$ cat src/rtl/soc_boot_loader.sv
// ---------------------------------------------------------------------------
// soc_boot_loader
//
// Boot-time program loader. Parses framed load records from a UART byte
// stream and writes each payload byte into RAM through the bus master port.
// The CPU is held in reset until one record completes with a good checksum.
//
// Frame: SYNC, ADDR, LEN, LEN data bytes, CSUM
//        CSUM = (ADDR + LEN + sum of data) mod 256
//
// Ports:
//   clk       in   system clock
//   rst       in   synchronous active-high reset
//   rx_data   in   [7:0] received byte from UART receiver
//   rx_valid  in   rx_data valid
//   rx_ready  out  loader accepts rx_data this cycle
//   m_addr    out  [7:0] bus address
//   m_wdata   out  [7:0] bus write data
//   m_we      out  write enable (always equals m_valid)
//   m_valid   out  bus request
//   m_ready   in   bus completes request this cycle
//   cpu_hold  out  keep CPU in reset / loader owns bus
//   done      out  successful load complete (sticky)
//   err_pulse out  one-cycle pulse on checksum error or timeout
//   err_count out  [7:0] saturating error counter
// ---------------------------------------------------------------------------
module soc_boot_loader #(
    parameter logic [7:0] SYNC_BYTE      = 8'hA5,
    parameter int         TIMEOUT_CYCLES = 100000,
    parameter int         TIMEOUT_W      = 17
) (
    input  logic       clk,
    input  logic       rst,
    input  logic [7:0] rx_data,
    input  logic       rx_valid,
    output logic       rx_ready,
    output logic [7:0] m_addr,
    output logic [7:0] m_wdata,
    output logic       m_we,
    output logic       m_valid,
    input  logic       m_ready,
    output logic       cpu_hold,
    output logic       done,
    output logic       err_pulse,
    output logic [7:0] err_count
);

    localparam logic [2:0] S_IDLE    = 3'd0;
    localparam logic [2:0] S_ADDR    = 3'd1;
    localparam logic [2:0] S_LEN     = 3'd2;
    localparam logic [2:0] S_DATA_RX = 3'd3;
    localparam logic [2:0] S_DATA_WR = 3'd4;
    localparam logic [2:0] S_CSUM    = 3'd5;
    localparam logic [2:0] S_DONE    = 3'd6;

    localparam logic [TIMEOUT_W-1:0] TMO_LAST = TIMEOUT_W'(TIMEOUT_CYCLES - 1);

    logic [2:0]           state_q,     state_d;
    logic [7:0]           cur_addr_q,  cur_addr_d;
    logic [7:0]           remaining_q, remaining_d;
    logic [7:0]           sum_q,       sum_d;
    logic [TIMEOUT_W-1:0] tmo_q,       tmo_d;
    logic [7:0]           m_addr_q,    m_addr_d;
    logic [7:0]           m_wdata_q,   m_wdata_d;
    logic                 m_valid_q,   m_valid_d;
    logic                 cpu_hold_q,  cpu_hold_d;
    logic                 done_q,      done_d;
    logic                 err_pulse_q, err_pulse_d;
    logic [7:0]           err_count_q, err_count_d;

    logic                 accept;
    logic                 raise_err;

    // Only the bus-write phase back-pressures the UART.
    always_comb begin
        case (state_q)
            S_IDLE, S_ADDR, S_LEN, S_DATA_RX, S_CSUM, S_DONE: rx_ready = 1'b1;
            default:                                          rx_ready = 1'b0;
        endcase
    end

    assign accept = rx_valid & rx_ready;

    always_comb begin
        // NOTE: every signal gets a default before the case so that no path
        // leaves one unassigned, which would otherwise infer a latch.
        state_d     = state_q;
        cur_addr_d  = cur_addr_q;
        remaining_d = remaining_q;
        sum_d       = sum_q;
        tmo_d       = tmo_q;
        m_addr_d    = m_addr_q;
        m_wdata_d   = m_wdata_q;
        m_valid_d   = m_valid_q;
        cpu_hold_d  = cpu_hold_q;
        done_d      = done_q;
        err_pulse_d = 1'b0;
        err_count_d = err_count_q;
        raise_err   = 1'b0;

        case (state_q)
            S_IDLE: begin
                if (accept && (rx_data == SYNC_BYTE)) begin
                    state_d = S_ADDR;
                    sum_d   = 8'h00;
                    tmo_d   = '0;
                end
            end

            S_ADDR, S_LEN, S_DATA_RX, S_CSUM: begin
                // An accept on the threshold cycle takes priority over timeout.
                if (accept) begin
                    tmo_d = '0;
                    if (state_q == S_ADDR) begin
                        cur_addr_d = rx_data;
                        sum_d      = rx_data;
                        state_d    = S_LEN;
                    end else if (state_q == S_LEN) begin
                        remaining_d = rx_data;
                        sum_d       = sum_q + rx_data;
                        state_d     = (rx_data == 8'h00) ? S_CSUM : S_DATA_RX;
                    end else if (state_q == S_DATA_RX) begin
                        m_wdata_d = rx_data;
                        m_addr_d  = cur_addr_q;
                        m_valid_d = 1'b1;
                        sum_d     = sum_q + rx_data;
                        state_d   = S_DATA_WR;
                    end else begin
                        if (rx_data == sum_q) begin
                            cpu_hold_d = 1'b0;
                            done_d     = 1'b1;
                            state_d    = S_DONE;
                        end else begin
                            raise_err = 1'b1;
                            state_d   = S_IDLE;
                        end
                    end
                end else if (tmo_q == TMO_LAST) begin
                    raise_err = 1'b1;
                    state_d   = S_IDLE;
                end else begin
                    tmo_d = tmo_q + 1'b1;
                end
            end

            S_DATA_WR: begin
                // Request stays fixed until the bus takes it; timeout frozen.
                if (m_ready) begin
                    m_valid_d   = 1'b0;
                    cur_addr_d  = cur_addr_q + 8'd1;
                    remaining_d = remaining_q - 8'd1;
                    state_d     = (remaining_q == 8'd1) ? S_CSUM : S_DATA_RX;
                end
            end

            S_DONE: begin
                // Terminal until reset: bytes are consumed and dropped.
            end

            default: begin
                state_d   = S_IDLE;
                m_valid_d = 1'b0;
            end
        endcase

        if (raise_err) begin
            err_pulse_d = 1'b1;
            if (err_count_q != 8'hFF) begin
                err_count_d = err_count_q + 8'd1;
            end
        end
    end

    // NOTE: state registers use non-blocking assignments so every flop
    // samples the pre-edge value of the others, matching real hardware.
    always_ff @(posedge clk) begin
        if (rst) begin
            state_q     <= S_IDLE;
            cur_addr_q  <= 8'h00;
            remaining_q <= 8'h00;
            sum_q       <= 8'h00;
            tmo_q       <= '0;
            m_addr_q    <= 8'h00;
            m_wdata_q   <= 8'h00;
            m_valid_q   <= 1'b0;
            cpu_hold_q  <= 1'b1;
            done_q      <= 1'b0;
            err_pulse_q <= 1'b0;
            err_count_q <= 8'h00;
        end else begin
            state_q     <= state_d;
            cur_addr_q  <= cur_addr_d;
            remaining_q <= remaining_d;
            sum_q       <= sum_d;
            tmo_q       <= tmo_d;
            m_addr_q    <= m_addr_d;
            m_wdata_q   <= m_wdata_d;
            m_valid_q   <= m_valid_d;
            cpu_hold_q  <= cpu_hold_d;
            done_q      <= done_d;
            err_pulse_q <= err_pulse_d;
            err_count_q <= err_count_d;
        end
    end

    assign m_addr    = m_addr_q;
    assign m_wdata   = m_wdata_q;
    assign m_valid   = m_valid_q;
    assign m_we      = m_valid_q;
    assign cpu_hold  = cpu_hold_q;
    assign done      = done_q;
    assign err_pulse = err_pulse_q;
    assign err_count = err_count_q;

endmodule

$ cat config.mk
export PLATFORM = sky130hd
export DESIGN_NAME = soc_boot_loader
export DESIGN_NICKNAME = d
export VERILOG_FILES = /design/src/rtl/soc_boot_loader.sv
export SDC_FILE = /design/constraint.sdc
export NUM_CORES = 1
export LEC_CHECK = 0
export BUFFER_PORTS_ARGS = -buffer_cell sky130_fd_sc_hd__buf_4
export CAP_MARGIN = 20
export CORE_MARGIN = 10
export CORE_UTILIZATION = 36
export DETAILED_ROUTE_END_ITERATION = 8
export GPL_ROUTABILITY_DRIVEN = 0
export REMOVE_ABC_BUFFERS = 1
export SYNTH_ARGS = -nofsm -noshare
export SYNTH_HDL_FRONTEND = slang
export SYNTH_SLANG_ARGS = --single-unit
$ cat constraint.sdc
create_clock -name clk -period 3.97 [get_ports clk]
set_input_delay 0.397 -clock clk [delete_from_list [all_inputs] [get_ports clk]]
set_output_delay 0.397 -clock clk [all_outputs]
set_load 0.03 [all_outputs]
# Yosys cells after proc, flatten, opt, wreduce, memory -nomap -nowiden
# Cells that the tools add are included.
word_totals:
  reg_bits: 72
  mem_count: 0
  ramBits: 0
  inputBits: 12
  out_inout_bits: 30
  romBits: 0
  word_cells: 107
  latch_bits: 0
op_classes:
  shift: 0
  bitwise: 6
  n_eq_ne: 22
  n_reduce_logical: 17
  n_addsub: 5
  n_div: 0
  muxes: 45
  magnitude_cmp: 0
  mul: 0
ops:
  columns: ["cell", "count"]
  rows:
  - ["2-to-1 mux 8 bit", 12]
  - ["2-to-1 mux 17 bit", 3]
  - ["case mux 8 bit (2 select lines)", 3]
  - ["case mux 17 bit (2 select lines)", 1]
  - ["2-to-1 mux 3 bit", 10]
  - ["adder 17 x 1 -> 17 bit (second input constant)", 1]
  - ["equality test 17 bit (second input constant)", 1]
  - ["adder 8 x 1 -> 8 bit (second input constant)", 2]
  - ["inequality test 2 bit (second input constant)", 8]
  - ["2-to-1 mux 1 bit", 14]
  - ["case mux 3 bit (4 select lines)", 1]
  - ["AND reduction 4 bit", 3]
  - ["AND reduction 6 bit", 2]
  - ["AND reduction 5 bit", 2]
  - ["equality test 3 bit (second input constant)", 3]
  - ["adder 8 bit", 1]
  - ["equality test 8 x 1 -> 1 bit (second input constant)", 1]
  - ["equality test 8 bit", 1]
  - ["equality test 8 bit (second input constant)", 1]
  - ["logical NOT 8 bit", 1]
  - ["inequality test 8 bit (second input constant)", 1]
  - ["subtractor 8 x 1 -> 8 bit (second input constant)", 1]
  - ["equality test 3 x 2 -> 1 bit (second input constant)", 2]
  - ["inequality test 3 bit (second input constant)", 2]
  - ["13 further kinds", 18]

# Logic depth before layout (Yosys ltp)
# Gate-level depths: netlist (run 1).
logic_depth:
  word_depth: 8
  mapped_depth: 9
  mapped_depth_nobuf: 9

# Least setup slack after synthesis (run 1)
# OpenSTA, ideal clock, no wires.
synth_timing:
  path_kind: "register to register"
  startpoint: "register tmo_q[0]"
  endpoint: "register tmo_q[11]"
  setup_ns: 0.070
  path_buffers: 1
  t_required_ns: 3.900
  path_slack_ns: 1.780
  arrival_ns: 2.120
  path_stages_with_launch: 9
  period_less_slack_ns: 2.190
  path_cell_list: "dfxtp_1 > ha_1 > buf_6 > and4b_1 > and3_4 > and3b_4 > or4_4 > or3_1 > a21oi_1"
synth_via:
  elab_chain_len: 4
  elab_cells_between_ends: 7
  cone_classes: "add/sub: 1; eq/ne: 2; mux: 3; reduce/logical: 1"
synth_rtl:
  columns: ["element", "line", "source"]
  rows:
  - ["start: declaration", "62", "logic [TIMEOUT_W-1:0] tmo_q, tmo_d;"]
  - ["start signal: assignment", "195", "tmo_q <= tmo_d;"]
  - ["adder 17 x 1 -> 17 bit", "142", "tmo_d = tmo_q + 1'b1;"]
  - ["2-to-1 mux 17 bit", "138", "end else if (tmo_q == TMO_LAST) begin"]
  - ["2-to-1 mux 17 bit", "112", "if (accept) begin"]
  - ["case mux 17 bit (2 select lines)", "101", "case (state_q)"]
# Parallel ways exist; a longest one is shown, timed or not. The select of a mux whose other input is x is not followed.
# A chain may end at the register's enable or synchronous reset.

# Worst setup path in the final report (run 1)
layout_timing:
  startpoint: "register state_q[1]"
  endpoint: "register tmo_q[1]"
layout_via:
  elab_chain_len: 7
  elab_cells_between_ends: 17
  cone_classes: "eq/ne: 7; mux: 3; bitwise: 1; reduce/logical: 6"
layout_rtl:
  columns: ["element", "line", "source"]
  rows:
  - ["start: declaration", "58", "logic [2:0] state_q, state_d;"]
  - ["start signal: assignment", "191", "state_q <= state_d;"]
  - ["equality test 3 x 1 -> 1 bit, or another cell as far along", "76, 101", null]
  - ["OR reduction 6 bit", "76", "case (state_q)"]
  - ["2-to-1 mux 1 bit", "76", null]
  - ["AND 1 bit", "82", "assign accept = rx_valid & rx_ready;"]
  - ["logical AND 1 bit", "103", "if (accept && (rx_data == SYNC_BYTE)) begin"]
  - ["inequality test 2 bit (no source line)", null, null]
  - ["AND reduction 3 bit (no source line)", null, null]
# Parallel ways exist; a longest one is shown, timed or not.

==> impl_results.md, run 1 <==
* Clk pin slew, worst setup/hold paths at approximately 0.080 ns
* Max Slew Vio Count at 0
* Total number of vias at 3782
* EDFF count, synth at 0
* Gr usage total at 0.127
* 1st-iter DRT viols at between 200 and 300
* Synth unique cells at 65
* Async set-reset flop share out of synthesis at 0
* Number of hold-repair buffers added at the cts stage at 0
* Starting Density at 0.370
* Critical R2R Capture: tmo_q[1]
* CP required at 4.19 ns
* Hold depth at 3
* Minimum clock period at 2.59 ns
* Fmax at about 0.39 GHz
* Power per cell area at roughly 310 nW/µm²
* Resized cells post-CTS at 0
* Synthesized area per cell at roughly 7.7 µm²
* Buf+Inv Stages, Crit Path at 0
* FF+latch count, synth at 72
* Remaining routing DRC violations at 0
* Final setup viols at 0
* Later-pin clock latency in the skew report at 0.35 ns
* Status: finished, final reports clean
* Leakage at between 1.5 and 2 nW
* CTS tree: done
* Peak supply drop at between 0.0002 and 0.0003 V
* Cell count after synthesis at 520
* Pre-CTS setup slack at around 1.4 ns
* Worst Path Arrival at around 2.8 ns
* Via density at approximately 5.5
* Final WS setup at about 1.4 ns
* R2R setup slack at approximately 1.4 ns
* Row count at 38
* Least-Margin Pin Slew at 0.844 ns
* Initial antenna violation count at 0
* Die X-Extent at around 130 µm
* CP max stage delay at 0.80 ns
* TritonCTS Sinks at 72
* CP Class: reg2reg
* Design Power at roughly 0.0014 W
* Yosys Warn Count at 0
* Cell Area, Synth at just over 4000 µm²
* CP top delay family: simple AND/OR/NAND/NOR gates
* Final setup TNS at 0 ns
* Largest net degree at the start of global routing at 60
* Routed wire length per instance at about 15 µm
* CTS Buf Count at 9
* Most area-hungry cell type in the Yosys netlist: dfxtp_1
* Core area at 10900 µm²
* Top Ports at between 40 and 50
* Most common cell on crit path: or2_2
* Count of input and output buffers at 41
* Hold Startpoint: rx_data[6]
* Worst path slowest cell: dfxtp_1
* Slew headroom at 0.436
* Number of iterations in the first detailed-routing pass at 5
* Nets at 573
* Cell chain of the critical path: and2b_1, or2_2, a21oi_2, or2_2, mux2i_1, nor2_1
* Fraction of layout instances using a drive strength above 1 at 0.132
* Hold endpoint: m_wdata[6]
* Post-CTS setup buffer count at 0
* Main synth FF type: dfxtp_1
* Worst Path Max Fanout at 25
* Final Hold Fails at 0
* Fin Clk Skew at around 0.011 ns
* Commonest cells in the netlist: 85 x nand2_1, 72 x dfxtp_1, 53 x nor2_1
* Grt ovf at 0
* Area contributors post-synth: dfxtp_1 36%, nand2_1 7.9%, a21oi_1 6.0%
* CTS root buf: clkbuf_8
* Total Wirelength at a little over 10 mm
* Number of global-route vias before repair at approximately 3500
* Diodes inserted at 0
* Area growth syn-to-layout at 15.0%
* HPWL after DPL at around 7.2 mm
* Max Root-Sink Buffers at 2
* Most common cell in the netlist: nand2_1
* Global-route wire length before repair at ~17 mm
* RSZ-0062 raised after global routing: no
* Chip Height at between 100 and 150 µm
* R2R Path Start: state_q[1]
* DIE AREA at approximately 16000 µm²
* Worst r2r path cells at 6
* Share of the synthesized area in the top cell type at 0.358
* Worst hold path type: in2reg
* Fin crit share at 0.653
* Max-cap violations at 0
* ANT nets after route at 0
* CP endpoint kind: flip-flop
* Register area share after synthesis at 0.358
* Clock H-tree levels at 3
* Startpoint class of the critical path: flip-flop
==> tightest hold or removal path, stage by stage <==
cell     delay (ns)
buf_4          0.14
nand2_1        0.06
a21oi_1        0.05
==> metal layers <==
metal,track usage,routed length [µm]
met4,0.0373,141
met2,0.196,4580
met3,0.0440,638
met5,0,0
met1,0.163,4960
==> cells by family after synthesis <==
family,count (synthesis),share of synthesized area
simple gates,240,0.297
compound gates,126,0.195
xor+xnor,22,0.0479
flops,72,0.358
buf+inv,40,0.0420
fa+ha+maj,13,0.0423
mux,7,0.0177
==> worst max path at each step <==
stage,slack (ns),endpoint,startpoint,depth (start not counted)
floorplan,1.74,tmo_q[11],state_q[0],6
global placement,1.42,tmo_q[11],rx_valid,6
detailed placement,1.37,tmo_q[11],rx_valid,6
CTS,1.39,tmo_q[1],state_q[1],6
global route,1.20,tmo_q[1],state_q[1],6
finish,1.38,tmo_q[1],state_q[1],6
==> power by group <==
part / leakage (nW) / internal [W] / switching, W
Clock: 0.112 / 0.000367 / 0.000278
Sequential: 0.580 / 0.000722 / 0.000000362
Combinational: 0.989 / 0.0000225 / 0.0000460
==> per-stage QoR <==
step	area [µm²]	hold slack [ns]	util	cells
floorplan	3900	0.429	-	493
global placement	4390	0.436	0.404	675
detailed placement	4390	0.441	0.404	675
CTS	4610	0.325	0.424	691
global route	4630	0.334	0.425	693
finish	4630	0.338	0.425	693
==> placed cells by master (no fill, tap or decap), types with 12 or more instances in the layout <==
master	instances
ha_1	12
a21oi_1	48
o21ai_0	26
inv_1	13
nor3_1	16
nor2_1	53
nand2_1	85
xnor2_1	20
dfxtp_1	72
buf_4	44
nand3_1	17
==> flip-flops by register name, indices dropped and copies added, names as in the netlist <==
name,cells
tmo_q,17
cur_addr_q,8
err_count,8
m_addr,8
m_wdata,8
remaining_q,8
sum_q,8
state_q,3
cpu_hold,1
done,1
err_pulse,1
m_valid,1
==> final cells by class <==
| cell class | count | area [µm²] |
|---|---|---|
| Fill cell | 1133 | 6260 |
| Clock inverter | 6 | 82.6 |
| Sequential cell | 72 | 1440 |
| Timing Repair Buffer | 44 | 330 |
| Tap cell | 140 | 175 |
| Clock buffer | 10 | 138 |
| Inverter | 13 | 48.8 |
| Multi-Input combinational cell | 408 | 2410 |
Power figures use the tool's default switching activity.
==> inputs of run 2 (changes only) <==
--- a/config.mk
+++ b/config.mk
@@ -5,6 +5,7 @@
 export SDC_FILE = /design/constraint.sdc
 export NUM_CORES = 1
 export LEC_CHECK = 0
+export ABC_AREA = 1
 export BUFFER_PORTS_ARGS = -buffer_cell sky130_fd_sc_hd__buf_4
 export CAP_MARGIN = 20
 export CORE_MARGIN = 10
==> constraint.sdc (replaced) <==
create_clock -name clk -period 2.7 [get_ports clk]
set_input_delay 0.27 -clock clk [delete_from_list [all_inputs] [get_ports clk]]
set_output_delay 0.27 -clock clk [all_outputs]
set_load 0.03 [all_outputs]
==> impl_results.md, run 2 <==
* Status: finished, final reports clean
* Final setup viols at 0
* Final Hold Fails at 0
* CTS root buf: clkbuf_16
* Critical R2R Capture: m_wdata[5]
* Fin crit share at 0.762
* EDFF count, synth at 0
* Top Ports at 42
* Area of placed instances at 4750 µm²
* FF+latch count, synth at 72
* Async set-reset flop share out of synthesis at 0
* Minimum clock period at 2.06 ns
* Worst r2r path cells at 10
* Final WS setup at about 0.64 ns
* Fmax at about 0.49 GHz
* Cell Area, Synth at approximately 4400 µm²
* Fin Clk Skew at 0.00646 ns
* Max Slew Vio Count at 0
* Global-route wire length before repair at ~19 mm
* Number of flip-flops in the largest register at 17
* Peak supply drop at between 0.0003 and 0.0004 V
* Least-Margin Pin Slew at about 1 ns
* TritonCTS Sinks at 72
* Nets at about 700
* Core area at between 10000 and 15000 µm²
* Hold Startpoint: rx_data[7]
* Hold depth at 3
* Register area share after synthesis at 0.331
* Cell chain of the critical path: nor2_4, a21oi_2, buf_4, nand2_1, nand2_2, inv_2, nand3_2, buf_4, o21ai_1, a21oi_1
* ANT nets after route at 0
* CP required at roughly 3 ns
* Sequential cell area at approximately 1400 µm²
* Clk pin slew, worst setup/hold paths at 0.06 ns
* Starting Density at 0.366
* Final Cell Area at between 5000 and 6000 µm²
* CTS Buf Count at 9
* CTS tree: done
* Chip Height at ~130 µm
* Placed Cells at roughly 820
* Largest net degree at the start of global routing at 38
* Max-cap violations at 0
* Post-CTS setup buffer count at 0
* Power per cell area at 521 nW/µm²
* Fraction of layout instances using a drive strength above 1 at 0.142
* Clock H-tree levels at 3
* Area growth syn-to-layout at 15.6%
* Most common cell on crit path: buf_4
* Grt ovf at 0
* Number of global-route vias before repair at between 3000 and 4000
* Reg with most FFs: tmo_q
* CP Class: reg2reg
* Resized cells post-CTS at 0
* Later-pin clock latency in the skew report at ~0.34 ns
* Startpoint class of the critical path: flip-flop
* Area contributors post-synth: dfxtp_1 33%, nand2_1 12%, a21oi_1 8.9%
* Fin cells at approximately 840
* Worst hold path type: in2reg
* Pre-CTS setup slack at about 0.64 ns
* Worst Path Arrival at approximately 2.3 ns
* Commonest cells in the netlist: 141 x nand2_1, 79 x inv_1, 77 x a21oi_1
* Synth unique cells at between 40 and 50
* R2R setup slack at between 0.6 and 0.7 ns
* HPWL after DPL at 8.36 mm
* Multi-input gate area at approximately 2500 µm²
* Total number of vias at 4304
* RSZ-0062 raised after global routing: no
* Share of the synthesized area in the top cell type at 0.331
* Worst path slowest cell: dfxtp_1
* Diodes inserted at 0
* Row count at 40
* Hold endpoint: m_wdata[7]
* Remaining routing DRC violations at 0
* Total Wirelength at between 10 and 15 mm
* Buf+Inv Stages, Crit Path at 3
* R2R Path Start: state_q[1]
* DIE AREA at about 17000 µm²
* Gr usage total at 0.137
* Leakage at just over 2 nW
* Number of hold-repair buffers added at the cts stage at 0
* Slew headroom at 0.332
* Via density at between 5 and 6
* Most area-hungry cell type in the Yosys netlist: dfxtp_1
* CP max stage delay at around 0.54 ns
* CP endpoint kind: flip-flop
* Max Root-Sink Buffers at 2
* Routed wire length per instance at 13.5 µm
* Final setup TNS at 0 ns
* CP top delay family: flip-flops
* Most frequent cells in the layout: 141 x nand2_1, 79 x inv_1, 77 x a21oi_1, 72 x dfxtp_1, 60 x nor2_1
* Most common cell in the netlist: nand2_1
* Number of iterations in the first detailed-routing pass at 5
* Die X-Extent at ~130 µm
* Main synth FF type: dfxtp_1
* 1st-iter DRT viols at 329
* Cell count after synthesis at about 650
* Worst Path Max Fanout at 19
* Initial antenna violation count at 0
* Yosys Warn Count at 0
* Fill cells at 1246
* Count of input and output buffers at 41
* Commonest non-fill, non-tap cell in the layout: nand2_1
* Synthesized area per cell at between 6 and 7 µm²
run 2: power breakdown:
part / total, W / switching, W / internal [W]
clock network: 0.00112 / 0.000476 / 0.000648
registers: 0.00113 / 0.0000331 / 0.00109
logic: 0.000374 / 0.000257 / 0.000116
total: 0.00262 / 0.000767 / 0.00186
run 2: metrics by stage:
step / power, W / utilization / hold WS, ns
after global routing: 0.00275 / 0.423 / 0.262
after floorplan: 0.00140 / - / 0.339
after CTS: 0.00265 / 0.423 / 0.250
after detailed placement: 0.00152 / 0.399 / 0.441
final: 0.00262 / 0.423 / 0.254
after global placement: 0.00152 / 0.399 / 0.435
run 2: logic make-up after synthesis:
| kind of cell | count (synthesis) | share of synthesized area |
|---|---|---|
| AOI/OAI and AO/OA | 148 | 0.185 |
| xor gates and xnor gates | 14 | 0.0282 |
| adders and majority gates | 13 | 0.0391 |
| buffers and inverters | 106 | 0.101 |
| DFF | 72 | 0.331 |
| and+or+nand+nor | 298 | 0.315 |
run 2: cell type report:
class / count / share of cell area
multi-input cells: 473 / 0.491
flip-flops and latches: 72 / 0.286
repair buffers: 45 / 0.0671
inverters: 85 / 0.0634
clock buffers: 10 / 0.0475
well taps: 147 / 0.0365
clock inverters: 6 / 0.00845
run 2: worst register-to-register path: stages, from the launching register on:
cell	delay, ns
dfxtp_1	0.54
nor2_4	0.09
a21oi_2	0.16
buf_4	0.21
nand2_1	0.11
nand2_2	0.09
inv_2	0.04
nand3_2	0.22
buf_4	0.28
o21ai_1	0.09
a21oi_1	0.16
run 2: worst max path at each step:
stage,startpoint,to,cells past startpoint
after floorplan,state_q[1],m_wdata[0],5
after global placement,state_q[2],m_addr[7],9
after detailed placement,state_q[1],m_wdata[5],10
after CTS,state_q[1],m_wdata[5],10
after global routing,state_q[1],m_addr[2],10
final,state_q[1],m_wdata[5],10
run 2: routing by layer:
metal | track usage | routed length [µm]
met4 | 0.0397 | 133
met5 | 0 | 0
met2 | 0.218 | 5120
met1 | 0.179 | 5520
met3 | 0.0341 | 554
